## src/rtl/saturn_bus_prog_scheduler_pkg.sv

```systemverilog
// Shared bus-command definitions: BUSCMD codes, bus-program word fields,
// and the scheduler FSM state encodings.
// Imported by the scheduler top and the program FIFO.
package saturn_bus_prog_scheduler_pkg;

   // Bus-program word layout: the top bit marks a command word, the low
   // nibble carries either the command code or a data/address nibble.
   localparam int CMD_FLAG_BIT = 4;
   localparam int CODE_MSB     = 3;
   localparam int CODE_LSB     = 0;

   // Saturn bus command codes carried in the low nibble of a command word.
   typedef enum logic [3:0] {
      BUSCMD_PC_READ     = 4'h0,
      BUSCMD_DP_READ     = 4'h1,
      BUSCMD_PC_WRITE    = 4'h2,
      BUSCMD_DP_WRITE    = 4'h3,
      BUSCMD_LOAD_PC     = 4'h4,
      BUSCMD_LOAD_DP     = 4'h5,
      BUSCMD_CONFIGURE   = 4'h6,
      BUSCMD_UNCONFIGURE = 4'h7,
      BUSCMD_POLL        = 4'h8,
      BUSCMD_BUS_RESET   = 4'hB,
      BUSCMD_BUS_STANDBY = 4'hC,
      BUSCMD_ID          = 4'hD,
      BUSCMD_NOP         = 4'hF
   } buscmd_e;

   // Arbitration FSM: idle, or a requester owns the buffer until its
   // sequence ends with a last-flagged word.
   typedef enum logic [1:0] {
      ST_IDLE   = 2'd0,
      ST_GRANT0 = 2'd1,
      ST_GRANT1 = 2'd2
   } sched_state_e;

   // Requester identifiers used for the round-robin memory.
   localparam logic REQ_ID0 = 1'b0;
   localparam logic REQ_ID1 = 1'b1;

endpackage

```

## src/rtl/saturn_prog_fifo.sv

```systemverilog
// Circular bus-program buffer: storage, read/write pointers, occupancy.
// Latency: a pushed word is visible at the read port one edge later (no bypass).
// Backpressure: pushes are dropped when full, pops when empty; o_full gates the requesters.
module saturn_prog_fifo
   import saturn_bus_prog_scheduler_pkg::*;
#(
   parameter int DEPTH_LOG2 = 5,
   parameter int WORD_W     = 5
) (
   input  logic                  i_clk,
   input  logic                  i_reset,
   input  logic                  i_clk_en,
   input  logic                  i_push,
   input  logic [WORD_W-1:0]     i_push_word,
   input  logic                  i_pop,
   output logic [WORD_W-1:0]     o_word,
   output logic [DEPTH_LOG2:0]   o_level,
   output logic                  o_full,
   output logic                  o_empty
);

   localparam int                    DEPTH      = 1 << DEPTH_LOG2;
   localparam logic [DEPTH_LOG2:0]   LEVEL_FULL = (DEPTH_LOG2+1)'(DEPTH);
   localparam logic [DEPTH_LOG2:0]   LEVEL_ONE  = (DEPTH_LOG2+1)'(1);
   localparam logic [DEPTH_LOG2-1:0] PTR_ONE    = DEPTH_LOG2'(1);

   logic [WORD_W-1:0]     r_mem [DEPTH];
   logic [DEPTH_LOG2-1:0] r_wptr;
   logic [DEPTH_LOG2-1:0] r_rptr;
   logic [DEPTH_LOG2:0]   r_level;
   logic                  w_do_push;
   logic                  w_do_pop;

   assign o_full    = (r_level == LEVEL_FULL);
   assign o_empty   = (r_level == '0);
   assign w_do_push = i_clk_en & i_push & ~o_full;
   assign w_do_pop  = i_clk_en & i_pop & ~o_empty;
   assign o_word    = r_mem[r_rptr];
   assign o_level   = r_level;

   // Storage write; contents are not reset, stale entries are simply unreachable.
   always_ff @(posedge i_clk) begin
      if (w_do_push) begin
         r_mem[r_wptr] <= i_push_word;
      end
   end

   // Pointers wrap naturally at 2^DEPTH_LOG2; level tracks pushes minus pops.
   always_ff @(posedge i_clk) begin
      if (i_reset) begin
         r_wptr  <= '0;
         r_rptr  <= '0;
         r_level <= '0;
      end else begin
         if (w_do_push) begin
            r_wptr <= r_wptr + PTR_ONE;
         end
         if (w_do_pop) begin
            r_rptr <= r_rptr + PTR_ONE;
         end
         case ({w_do_push, w_do_pop})
            2'b10:   r_level <= r_level + LEVEL_ONE;
            2'b01:   r_level <= r_level - LEVEL_ONE;
            default: r_level <= r_level;
         endcase
      end
   end

endmodule

```

## src/rtl/saturn_bus_prog_scheduler.sv

```systemverilog
// Arbitrates control-unit (req0) and debugger (req1) bus programs into one buffer.
// Latency: one-cycle grant from IDLE, then one word per cycle; buffer read is one edge after push.
// Backpressure: requester ready drops while the buffer is full; consumer pops on valid & ready.
// Optional feature macro: SATURN_BUS_SCHED_DBG_PORT_EN enables the debugger requester.
module saturn_bus_prog_scheduler
   import saturn_bus_prog_scheduler_pkg::*;
#(
   parameter int DEPTH_LOG2 = 5,
   parameter int WORD_W     = 5
) (
   input  logic                  i_clk,
   input  logic                  i_reset,
   input  logic                  i_clk_en,
   input  logic                  i_req0_valid,
   input  logic [WORD_W-1:0]     i_req0_word,
   input  logic                  i_req0_last,
   output logic                  o_req0_ready,
   input  logic                  i_req1_valid,
   input  logic [WORD_W-1:0]     i_req1_word,
   input  logic                  i_req1_last,
   output logic                  o_req1_ready,
   output logic                  o_bus_valid,
   output logic [WORD_W-1:0]     o_bus_word,
   input  logic                  i_bus_ready,
   output logic [DEPTH_LOG2:0]   o_level,
   output logic                  o_full,
   output logic                  o_empty,
   output logic                  o_error
);

   sched_state_e      r_state;
   sched_state_e      w_next_state;
   logic              r_last_grant;   // requester that completed the most recent sequence
   logic              r_first_pend;   // next accepted word is the first of this grant
   logic              r_error;
   logic              w_ready0;
   logic              w_ready1;
   logic              w_accept;
   logic [WORD_W-1:0] w_push_word;
   logic              w_push_last;
   logic              w_full;
   logic              w_empty;

`ifndef SATURN_BUS_SCHED_DBG_PORT_EN
   // The debugger port is absent in this build; its inputs and the
   // round-robin memory have no effect.
   logic w_unused_req1;
   assign w_unused_req1 = ^{i_req1_valid, i_req1_word, i_req1_last, r_last_grant};
`endif

   // Next-state, requester ready and push selection for the arbitration FSM.
   always_comb begin
      w_next_state = r_state;
      w_ready0     = 1'b0;
      w_ready1     = 1'b0;
      w_accept     = 1'b0;
      w_push_word  = i_req0_word;
      w_push_last  = 1'b0;
      case (r_state)
         ST_IDLE: begin
`ifdef SATURN_BUS_SCHED_DBG_PORT_EN
            if (i_req0_valid && i_req1_valid) begin
               w_next_state = (r_last_grant == REQ_ID1) ? ST_GRANT0 : ST_GRANT1;
            end else if (i_req0_valid) begin
               w_next_state = ST_GRANT0;
            end else if (i_req1_valid) begin
               w_next_state = ST_GRANT1;
            end
`else
            if (i_req0_valid) begin
               w_next_state = ST_GRANT0;
            end
`endif
         end
         ST_GRANT0: begin
            w_ready0    = ~w_full;
            w_accept    = w_ready0 & i_req0_valid;
            w_push_word = i_req0_word;
            w_push_last = i_req0_last;
            if (w_accept && i_req0_last) begin
               w_next_state = ST_IDLE;
            end
         end
         ST_GRANT1: begin
`ifdef SATURN_BUS_SCHED_DBG_PORT_EN
            w_ready1    = ~w_full;
            w_accept    = w_ready1 & i_req1_valid;
            w_push_word = i_req1_word;
            w_push_last = i_req1_last;
            if (w_accept && i_req1_last) begin
               w_next_state = ST_IDLE;
            end
`else
            w_next_state = ST_IDLE;
`endif
         end
         default: begin
            w_next_state = ST_IDLE;
         end
      endcase
   end

   // FSM state, round-robin memory, first-word tracking and sticky format error.
   always_ff @(posedge i_clk) begin
      if (i_reset) begin
         r_state      <= ST_IDLE;
         r_last_grant <= REQ_ID1;
         r_first_pend <= 1'b0;
         r_error      <= 1'b0;
      end else if (i_clk_en) begin
         r_state <= w_next_state;
         if (r_state == ST_IDLE && w_next_state != ST_IDLE) begin
            r_first_pend <= 1'b1;
         end else if (w_accept) begin
            r_first_pend <= 1'b0;
         end
         if (w_accept && r_first_pend && !w_push_word[CMD_FLAG_BIT]) begin
            r_error <= 1'b1;
         end
         if (w_accept && w_push_last) begin
            r_last_grant <= (r_state == ST_GRANT1) ? REQ_ID1 : REQ_ID0;
         end
      end
   end

   saturn_prog_fifo #(
      .DEPTH_LOG2 (DEPTH_LOG2),
      .WORD_W     (WORD_W)
   ) u_prog_fifo (
      .i_clk       (i_clk),
      .i_reset     (i_reset),
      .i_clk_en    (i_clk_en),
      .i_push      (w_accept),
      .i_push_word (w_push_word),
      .i_pop       (i_bus_ready),
      .o_word      (o_bus_word),
      .o_level     (o_level),
      .o_full      (w_full),
      .o_empty     (w_empty)
   );

   assign o_req0_ready = w_ready0;
   assign o_req1_ready = w_ready1;
   assign o_bus_valid  = ~w_empty;
   assign o_full       = w_full;
   assign o_empty      = w_empty;
   assign o_error      = r_error;

endmodule
```

## config.mk

```make
export PLATFORM = sky130hd
export DESIGN_NAME = saturn_bus_prog_scheduler
export DESIGN_NICKNAME = d
export VERILOG_FILES = /design/src/rtl/saturn_bus_prog_scheduler_pkg.sv /design/src/rtl/saturn_prog_fifo.sv /design/src/rtl/saturn_bus_prog_scheduler.sv
export SDC_FILE = /design/constraint.sdc
export NUM_CORES = 1
export LEC_CHECK = 0
export ABC_CLOCK_PERIOD_IN_PS = 11500
export CORE_MARGIN = 10
export CORE_UTILIZATION = 64
export CTS_CLUSTER_DIAMETER = 40
export DETAILED_ROUTE_END_ITERATION = 6
export HOLD_SLACK_MARGIN = 0.02
export MAX_ROUTING_LAYER = met4
export PLACE_DENSITY = 0.84
export SLEW_MARGIN = 20
export SYNTH_ARGS = -nofsm -noshare
export SYNTH_HDL_FRONTEND = slang
export SYNTH_HIERARCHICAL = 1
export SYNTH_SLANG_ARGS = --single-unit
```

## constraint.sdc

```tcl
create_clock -name i_clk -period 11.5 [get_ports i_clk]
set_clock_uncertainty 0.15 [all_clocks]
set_input_delay 1.725 -clock i_clk [delete_from_list [all_inputs] [get_ports i_clk]]
set_output_delay 1.725 -clock i_clk [all_outputs]
set_load 0.005 [all_outputs]
```

After elaboration in Yosys (flattened, before gate mapping)
Memories as Yosys holds them, arrays and structs flattened. A register that Yosys moved wholly into a read port is not among the register bits.
Cells that the tools add are included.
{"block": "classes", "reduce_logical": 12, "bitwise": 7, "muxes": 12, "add_sub_neg": 4, "eq_ne": 4}
{"operator": "6-bit case mux with 2 select lines", "count": 1}
{"operator": "5-bit by 1-bit adder with 5-bit output, second input constant", "count": 2}
{"operator": "5-bit two-way mux", "count": 2}
{"operator": "6-bit by 1-bit adder with 6-bit output, second input constant", "count": 1}
{"operator": "6-bit equality test, second input constant", "count": 1}
{"operator": "6-bit zero test", "count": 1}
{"operator": "1-bit two-way mux", "count": 6}
{"operator": "2-bit nonzero test", "count": 3}
{"operator": "6-bit by 1-bit subtractor with 6-bit output, second input constant", "count": 1}
{"operator": "1-bit bitwise AND", "count": 5}
{"operator": "2-bit by 1-bit equality test with 1-bit output, second input constant", "count": 2}
{"operator": "1-bit logical AND", "count": 4}
{"operator": "2-bit two-way mux", "count": 2}
{"operator": "2-bit case mux with 2 select lines", "count": 1}
{"operator": "2-bit AND reduction", "count": 2}
{"operator": "2-bit equality test, second input constant", "count": 1}
{"operator": "2-bit zero test", "count": 1}
{"operator": "1-bit NOT", "count": 2}
{"operator": "1-bit zero test", "count": 1}
{"block": "totals", "output_inout_bits": 17, "n_memories": 1, "ramBits": 160, "register_bits": 20, "in_bits": 18}
{"name": "u_prog_fifo.r_mem", "depth": 32, "width": 5, "read_ports": 1, "rd_ports_with_merged_regs": 1, "write_ports": 1, "line": "saturn_prog_fifo.sv:27", "source": "logic [WORD_W-1:0] r_mem [DEPTH];"}

Longest topological paths before layout
Gate-level depths: netlist of the first run.
{"block": "logic_depth", "depth_word": 10, "depth_mapped": 16, "mapped_depth_nobuf": 14}

By module
Netlist of the first run, hierarchy kept.
{"mod": "saturn_prog_fifo", "instances": 1, "cells_each": 466, "area_per_inst_um2": 7449.6}
{"mod": "saturn_bus_prog_scheduler", "instances": 1, "cells_each": 22, "area_per_inst_um2": 212.7}

Least setup slack after synthesis of the first run
OpenSTA, ideal clock, no wires.
{"block": "synth_timing", "path_type": "input port to flip-flop", "startpoint": "in i_req0_valid", "endpoint": "reg u_prog_fifo.r_level[4], in the netlist u_prog_fifo/o_level[4]", "n_path_buf": 1, "stages": 12, "required_time_ns": 11.229, "slack_ns": 7.403, "t_arrival_ns": 3.826, "cell_sequence": "and2_1 -> and2_1 -> o31a_4 -> inv_1 -> ha_1 -> clkbuf_1 -> xor2_1 -> ha_1 -> a21oi_1 -> nand4bb_1 -> a31oi_1 -> mux2_2"}
{"block": "synth_via", "elab_chain_cells": 6, "word_cells_on_any_way": 8, "cone_classes": "2 x eq/ne; 2 x mux; 3 x bitwise; 1 x reduce/logical"}
{"element": "start: declaration", "line": "saturn_bus_prog_scheduler.sv:14", "source": "input logic i_req0_valid,"}
{"element": "1-bit bitwise AND *", "line": "saturn_bus_prog_scheduler.sv:77", "source": "w_accept = w_ready0 & i_req0_valid;"}
{"element": "1-bit two-way mux *", "line": "saturn_bus_prog_scheduler.sv:59", "source": "case (r_state)"}
{"element": "1-bit bitwise AND * (2 in series)", "line": "saturn_prog_fifo.sv:36", "source": "assign w_do_push = i_clk_en & i_push & ~o_full;"}
{"element": "2-bit by 1-bit equality test with 1-bit output or 2-bit equality test (tied branches)", "line": "saturn_prog_fifo.sv:61", "source": "case ({w_do_push, w_do_pop})"}
{"element": "6-bit case mux with 2 select lines or 2-bit nonzero test (tied branches)"}
{"element": "end signal: assignment", "line": "saturn_prog_fifo.sv:62", "source": "2'b10: r_level <= r_level + LEVEL_ONE;"}
{"element": "end signal: assignment", "line": "saturn_prog_fifo.sv:63", "source": "2'b01: r_level <= r_level - LEVEL_ONE;"}
{"element": "end signal: assignment", "line": "saturn_prog_fifo.sv:64", "source": "default: r_level <= r_level;"}
{"element": "end: declaration", "line": "saturn_prog_fifo.sv:30", "source": "logic [DEPTH_LOG2:0] r_level;"}
Every way passes the cells marked *; elsewhere a longest branch is shown, timed or not.
A chain may end at the register's enable or synchronous reset.

==> results of run 1 <==
final cells by class:
cell class | instances | share of cell area [%]
Tap cell | 143 | 2.09
Multi-Input combinational cell | 268 | 25.5
Clock buffer | 20 | 5.11
Sequential cell | 185 | 62.1
Clock inverter | 12 | 1.73
Timing Repair Buffer | 28 | 2.93
Inverter | 11 | 0.483
power groups by stage:
stage	clock, mW	sequential, mW	combinational [mW]
after CTS	0.584	0.732	0.0349
after global routing	0.608	0.732	0.0368
final	0.576	0.732	0.0337
after detailed placement	0	0.747	0.0346
after floorplan	0	0.745	0.0165
after global placement	0	0.747	0.0330
sequential cells by signal, indices dropped and copies added (netlist names), named ones only:
signal               count
u_prog_fifo/r_mem      160
o_error                  1
u_prog_fifo/o_level      6
r_first_pend             1
u_prog_fifo/r_wptr       5
r_state                  2
u_prog_fifo/r_rptr       5
worst max-delay path, cell delays in order, from the launching register on:
cell	delay [ps]
dfxtp_2	310
buf_4	700
mux4_2	420
a22o_1	280
a221oi_1	290
nand3_1	150
clkdlybuf4s50_1	490
Yosys cell counts (2+ instances only):
cell type | count | area (um^2)
nor3b_1 | 4 | 30.0
xor2_1 | 6 | 52.6
a22o_1 | 5 | 43.8
mux2_2 | 2 | 22.5
or2_2 | 2 | 12.5
nor3_1 | 2 | 10.0
a22oi_1 | 11 | 82.6
buf_2 | 9 | 45.0
nand4bb_1 | 2 | 22.5
or3_1 | 4 | 25.0
inv_1 | 11 | 41.3
nand3b_1 | 4 | 30.0
edfxtp_1 | 160 | 4800
a221oi_1 | 5 | 43.8
o31ai_1 | 2 | 15.0
or3_2 | 2 | 15.0
dfxtp_1 | 25 | 500
a21o_2 | 2 | 17.5
clkbuf_1 | 10 | 37.5
nand3_1 | 21 | 105
mux2i_1 | 43 | 430
o22ai_1 | 2 | 12.5
a21oi_1 | 20 | 100
o21ai_0 | 6 | 30.0
and2_1 | 4 | 25.0
nand2b_1 | 3 | 18.8
o311ai_4 | 2 | 52.6
ha_1 | 8 | 100
buf_6 | 4 | 45.0
nor2b_1 | 4 | 25.0
nand2_1 | 17 | 63.8
mux4_2 | 20 | 450
nor2_1 | 46 | 173
worst paths after layout:
path,start,end,slack [ps],cells past startpoint
max,flip-flop,o_bus_word[4],6500,6
min,o_error,o_error,320,2
max reg2reg,u_prog_fifo/o_level[1],u_prog_fifo/o_level[4],7180,14
min reg2reg,o_error,o_error,320,2
cells by family (layout without fill, tap and decap cells):
family,after synthesis,in the layout
AND/OR/NAND/NOR,126,126
flip-flops,185,185
buffers and inverters,35,71
multiplexers,65,65
XOR/XNOR,7,7
other,1,1
adder cells (fa/ha/maj),8,8
AO/OA/AOI/OAI,61,61
routing by layer:
layer | up-vias | wire length [um] | track usage [%]
li1 | 1936 | - | -
met1 | 2158 | 6230 | 23.3
met2 | 195 | 7510 | 29.9
met3 | 16 | 1070 | 4.73
met4 | 0 | 191 | 6.75
met5 | - | 0 | -
metrics by stage:
| stage | power [mW] | hold WS, ps | worst slack (ps) | cell area (um^2) | utilization (%) |
|---|---|---|---|---|---|
| 2_1_floorplan | 0.762 | 299 | 7400 | 7660 | - |
| 3_3_place_gp | 0.780 | 307 | 6700 | 7980 | 69.0 |
| 3_5_place_dp | 0.781 | 312 | 6550 | 7980 | 69.0 |
| 4_1_cts | 1.35 | 322 | 6510 | 8570 | 74.1 |
| 5_1_grt | 1.38 | 337 | 6310 | 8540 | 73.9 |
| 6_report | 1.34 | 324 | 6500 | 8540 | 73.9 |
==> results.json, run 1 <==
{
  "power_leakage_nw": 2.68,
  "setup_violations": 0,
  "slew_headroom_pct": 35.9,
  "post-dp-hpwl_mm": 9.17,
  "synthArstFlopShare_pct": 0,
  "slew_viol_final": 0,
  "ys_warn_count": 6,
  "grt_setup_unrepaired": "no",
  "grt_pass1_vias": 4150,
  "internal_power_mw": 1.08,
  "synth-main-ff-cell": "edfxtp_1",
  "synth_compound_area_share_pct": 5.94,
  "drt_iter0_drc": 459,
  "maxCapViolCount": 0,
  "yosysUniqueCellTypes": 53,
  "synth_area_um2": 7660,
  "syn-instance-count": 488,
  "syn-num-nets": 514,
  "tns_ps": 0,
  "synthMuxAreaShare_pct": 11.8,
  "num_rows": 39,
  "power_density_nw_per_um2": 157,
  "min_period_over_period_pct": 43.5,
  "layout-drive-gt1-share_pct": 13.2,
  "syn_to_final_growth_pct": 11.5,
  "io_buffers": 26,
  "cp.required_ps": 9630,
  "cts_tree": "built",
  "clockBufferDepth": 2,
  "vias": 4305,
  "clockRootBuffer": "clkbuf_16",
  "synth-adder-area-share_pct": 1.31,
  "coreArea_um2": 11600,
  "via_per_inst": 6.45,
  "cp-start-kind": "flip-flop",
  "worst-endpoint-arrival_ps": 3130,
  "start_util_pct": 66.3,
  "hold_buffers": 0,
  "stdcell_count": 667,
  "ir_drop_mv": 0.116,
  "clk_transition_reported_paths_ps": 60,
  "ios": 35,
  "cts_resized": 0,
  "sw_frac_of_total_pct": 19.3,
  "power_frac_seq_pct": 54.5,
  "synth_seq_area_share_pct": 69.2,
  "worst_pin_slew_ps": 962,
  "crit_type": "flip-flop to output port",
  "routabilityCongestion": 0.821,
  "grt_antenna_before_repair": 0,
  "synth_edf_count": 160,
  "synth_top_family_by_area": "multiplexers",
  "cts_inserted_buffers": 17,
  "syn_avg_cell_area_um2": 15.7,
  "h-tree-depth": 4,
  "grt_max_degree": 61,
  "route.detailed.drc": 0,
  "final_common_cell": "edfxtp_1",
  "n_antenna_cell": 0,
  "multi_input_area_um2": 2180,
  "switchingPower_uw": 258,
  "crit_fanout": 60,
  "nets": 537,
  "register_area_um2": 5310,
  "clkPwrFrac_pct": 42.9,
  "fillers": 697,
  "drtPass1Iterations": 7,
  "cts_setup_buffers": 0,
  "end_kind": "output port",
  "combinationalPowerShare_pct": 2.5,
  "wl_per_cell_um": 22.5,
  "min_path_type": "flip-flop to flip-flop",
  "overflow": 0,
  "ys_ff_latch": 185,
  "synth-xor-area-share_pct": 0.800,
  "die_h_um": 129,
  "grt_pass1_wl_mm": 23.1,
  "status": "complete, no violations",
  "synth-simple-area-share_pct": 8.57,
  "grt_usage_pct": 18.9,
  "min_period_ps": 5000,
  "fmax_mhz": 200,
  "die_x_um": 129,
  "drt-total-wl_mm": 15.0,
  "ant_nets": 0,
  "cts.sinks": 185,
  "layout_common_cells": "160 x edfxtp_1, 46 x nor2_1, 43 x mux2i_1, 24 x dfxtp_1",
  "clk_latency_ps": 420,
  "dp_cells": 635,
  "die_area_um2": 16700,
  "hold_viol": 0
}
(Power assumes the default switching activity.)
==> run 2: changes to the inputs <==
--- a/config.mk
+++ b/config.mk
@@ -5,14 +5,14 @@
 export SDC_FILE = /design/constraint.sdc
 export NUM_CORES = 1
 export LEC_CHECK = 0
-export ABC_CLOCK_PERIOD_IN_PS = 11500
+export ABC_CLOCK_PERIOD_IN_PS = 4380
 export CORE_MARGIN = 10
-export CORE_UTILIZATION = 64
+export CORE_UTILIZATION = 54
 export CTS_CLUSTER_DIAMETER = 40
 export DETAILED_ROUTE_END_ITERATION = 6
 export HOLD_SLACK_MARGIN = 0.02
 export MAX_ROUTING_LAYER = met4
-export PLACE_DENSITY = 0.84
+export PLACE_DENSITY = 0.75
 export SLEW_MARGIN = 20
 export SYNTH_ARGS = -nofsm -noshare
 export SYNTH_HDL_FRONTEND = slang
==> constraint.sdc (replaced) <==
create_clock -name i_clk -period 4.38 [get_ports i_clk]
set_clock_uncertainty 0.15 [all_clocks]
set_input_delay 0.657 -clock i_clk [delete_from_list [all_inputs] [get_ports i_clk]]
set_output_delay 0.657 -clock i_clk [all_outputs]
set_load 0.005 [all_outputs]
==> results.json, run 2 (same netlist as run 1, synthesis figures left out) <==
{
  "cts.sinks": 185,
  "fillers": 1002,
  "layout-drive-gt1-share_pct": 14.1,
  "min_period_over_period_pct": 91.5,
  "ir_drop_mv": 0.246,
  "power_leakage_nw": 2.71,
  "wl_per_cell_um": 21.1,
  "die_x_um": 139,
  "cts_setup_buffers": 0,
  "setup_violations": 0,
  "drt_iter0_drc": 369,
  "slew_headroom_pct": 39.3,
  "r2r_cells": 14,
  "cts_tree": "built",
  "end_kind": "flip-flop",
  "place_worst_setup_slack_ps": 425,
  "layout_common_cells": "160 x edfxtp_1, 46 x nor2_1, 43 x mux2i_1, 24 x dfxtp_1, 22 x clkdlybuf4s50_1",
  "grt_usage_pct": 16.1,
  "rr_startpoint": "u_prog_fifo/o_level[1]",
  "grt_pass1_vias": 4292,
  "largest_reg_flops": 160,
  "via_per_inst": 6.01,
  "cp.required_ps": 4550,
  "min_path_type": "flip-flop to flip-flop",
  "clockBufferDepth": 2,
  "crit_start": "u_prog_fifo/o_level[1]",
  "ios": 35,
  "cts_inserted_buffers": 17,
  "ant_nets": 0,
  "stdcell_area_um2": 8620,
  "multi_input_area_um2": 2180,
  "die_area_um2": 19400,
  "cts_resized": 0,
  "final_common_cell": "edfxtp_1",
  "power_density_nw_per_um2": 405,
  "vias": 4243,
  "grt_pass1_wl_mm": 23.8,
  "hold_buffers": 0,
  "hold_viol": 0,
  "h-tree-depth": 4,
  "syn_to_final_growth_pct": 12.4,
  "worst_pin_slew_ps": 908,
  "placed_cell_area_um2": 8060,
  "fmax_mhz": 250,
  "clockRootBuffer": "clkbuf_16",
  "worst-endpoint-arrival_ps": 4180,
  "status": "complete, no violations",
  "r2r-end": "u_prog_fifo/o_level[4]",
  "num_rows": 43,
  "cp-start-kind": "flip-flop",
  "worst_slack_ps": 374,
  "tns_ps": 0,
  "n_antenna_cell": 0,
  "endpoint": "u_prog_fifo/o_level[4]",
  "drt-total-wl_mm": 14.9,
  "slew_viol_final": 0,
  "route.detailed.drc": 0,
  "drtPass1Iterations": 5,
  "post-dp-hpwl_mm": 9.42,
  "clk_transition_reported_paths_ps": 70,
  "clk_latency_ps": 430,
  "grt_setup_unrepaired": "no",
  "coreArea_um2": 13900,
  "grt_max_degree": 43,
  "die_h_um": 139,
  "crit_type": "flip-flop to flip-flop",
  "register_area_um2": 5310,
  "routabilityCongestion": 0.928,
  "r2r_setup_slack_ps": 370,
  "grt_antenna_before_repair": 0,
  "crit_fanout": 8,
  "nets": 539,
  "io_buffers": 26,
  "maxCapViolCount": 0,
  "top_register": "u_prog_fifo/r_mem",
  "start_util_pct": 55.2,
  "overflow": 0,
  "min_period_ps": 4010
}
-- run 2: changes by cell type in the layout (fill, tap and decap cells not counted) --
cell | before | now
buf_12 | 0 | 1
buf_2 | 5 | 4
buf_4 | 2 | 3
bufinv_16 | 3 | 0
clkbuf_1 | 3 | 1
clkbuf_16 | 17 | 19
clkdlybuf4s50_1 | 21 | 22
clkinv_1 | 2 | 0
clkinv_2 | 2 | 0
clkinv_4 | 0 | 3
clkinvlp_4 | 3 | 0
inv_4 | 0 | 3
inv_6 | 2 | 5
inv_8 | 0 | 1
-- run 2: layout make-up --
type | count | area share [%]
Timing Repair Buffer | 30 | 3.28
Clock inverter | 12 | 1.16
Tap cell | 180 | 2.61
Inverter | 11 | 0.479
Multi-Input combinational cell | 268 | 25.3
Clock buffer | 20 | 5.56
Sequential cell | 185 | 61.6
-- run 2: how the worst min path moves through the flow --
stage | depth (start not counted) | start | to | slack, ps
floorplan | 2 | r_first_pend | r_first_pend | 300
detailed placement | 2 | o_error | o_error | 320
CTS | 2 | o_error | o_error | 330
finish | 2 | o_error | o_error | 330
global placement | 2 | o_error | o_error | 310
global route | 2 | o_error | o_error | 360
-- run 2: power by group --
group / internal, mW / switching (mW) / leakage [nW]
clock: 0.810 / 0.671 / 0.290
sequential: 1.91 / 0.00582 / 1.64
combinational: 0.0347 / 0.0552 / 0.778
-- run 2: worst max-delay path, cell delays in order (launching register included) --
cell and delay [ps]:
dfxtp_1 400, or4_1 730, nor3_1 430, nor3b_1 120, and2_1 170, and2_1 180, o31a_4 150, inv_1 130
ha_1 200, xor2_1 160, ha_1 160, a21oi_1 60, nand4bb_1 220, a31oi_1 260, mux2_2 360
-- run 2: per-layer routing --
metal | share of wire [%] | global-route usage (%) | wire (um)
met5 | 0 | - | 0
met1 | 43 | 19.8 | 6400
met4 | 2.1 | 6.92 | 317
met3 | 4.8 | 4.14 | 717
met2 | 50 | 24.9 | 7470
-- run 2: through the flow --
stage | instances | total power [mW] | util (%) | hold slack, ps
global route | 706 | 3.60 | 62.1 | 358
floorplan | 488 | 2.00 | - | 299
CTS | 706 | 3.52 | 62.2 | 330
detailed placement | 674 | 2.05 | 58.0 | 321
finish | 706 | 3.49 | 62.1 | 328
global placement | 674 | 2.05 | 58.0 | 311
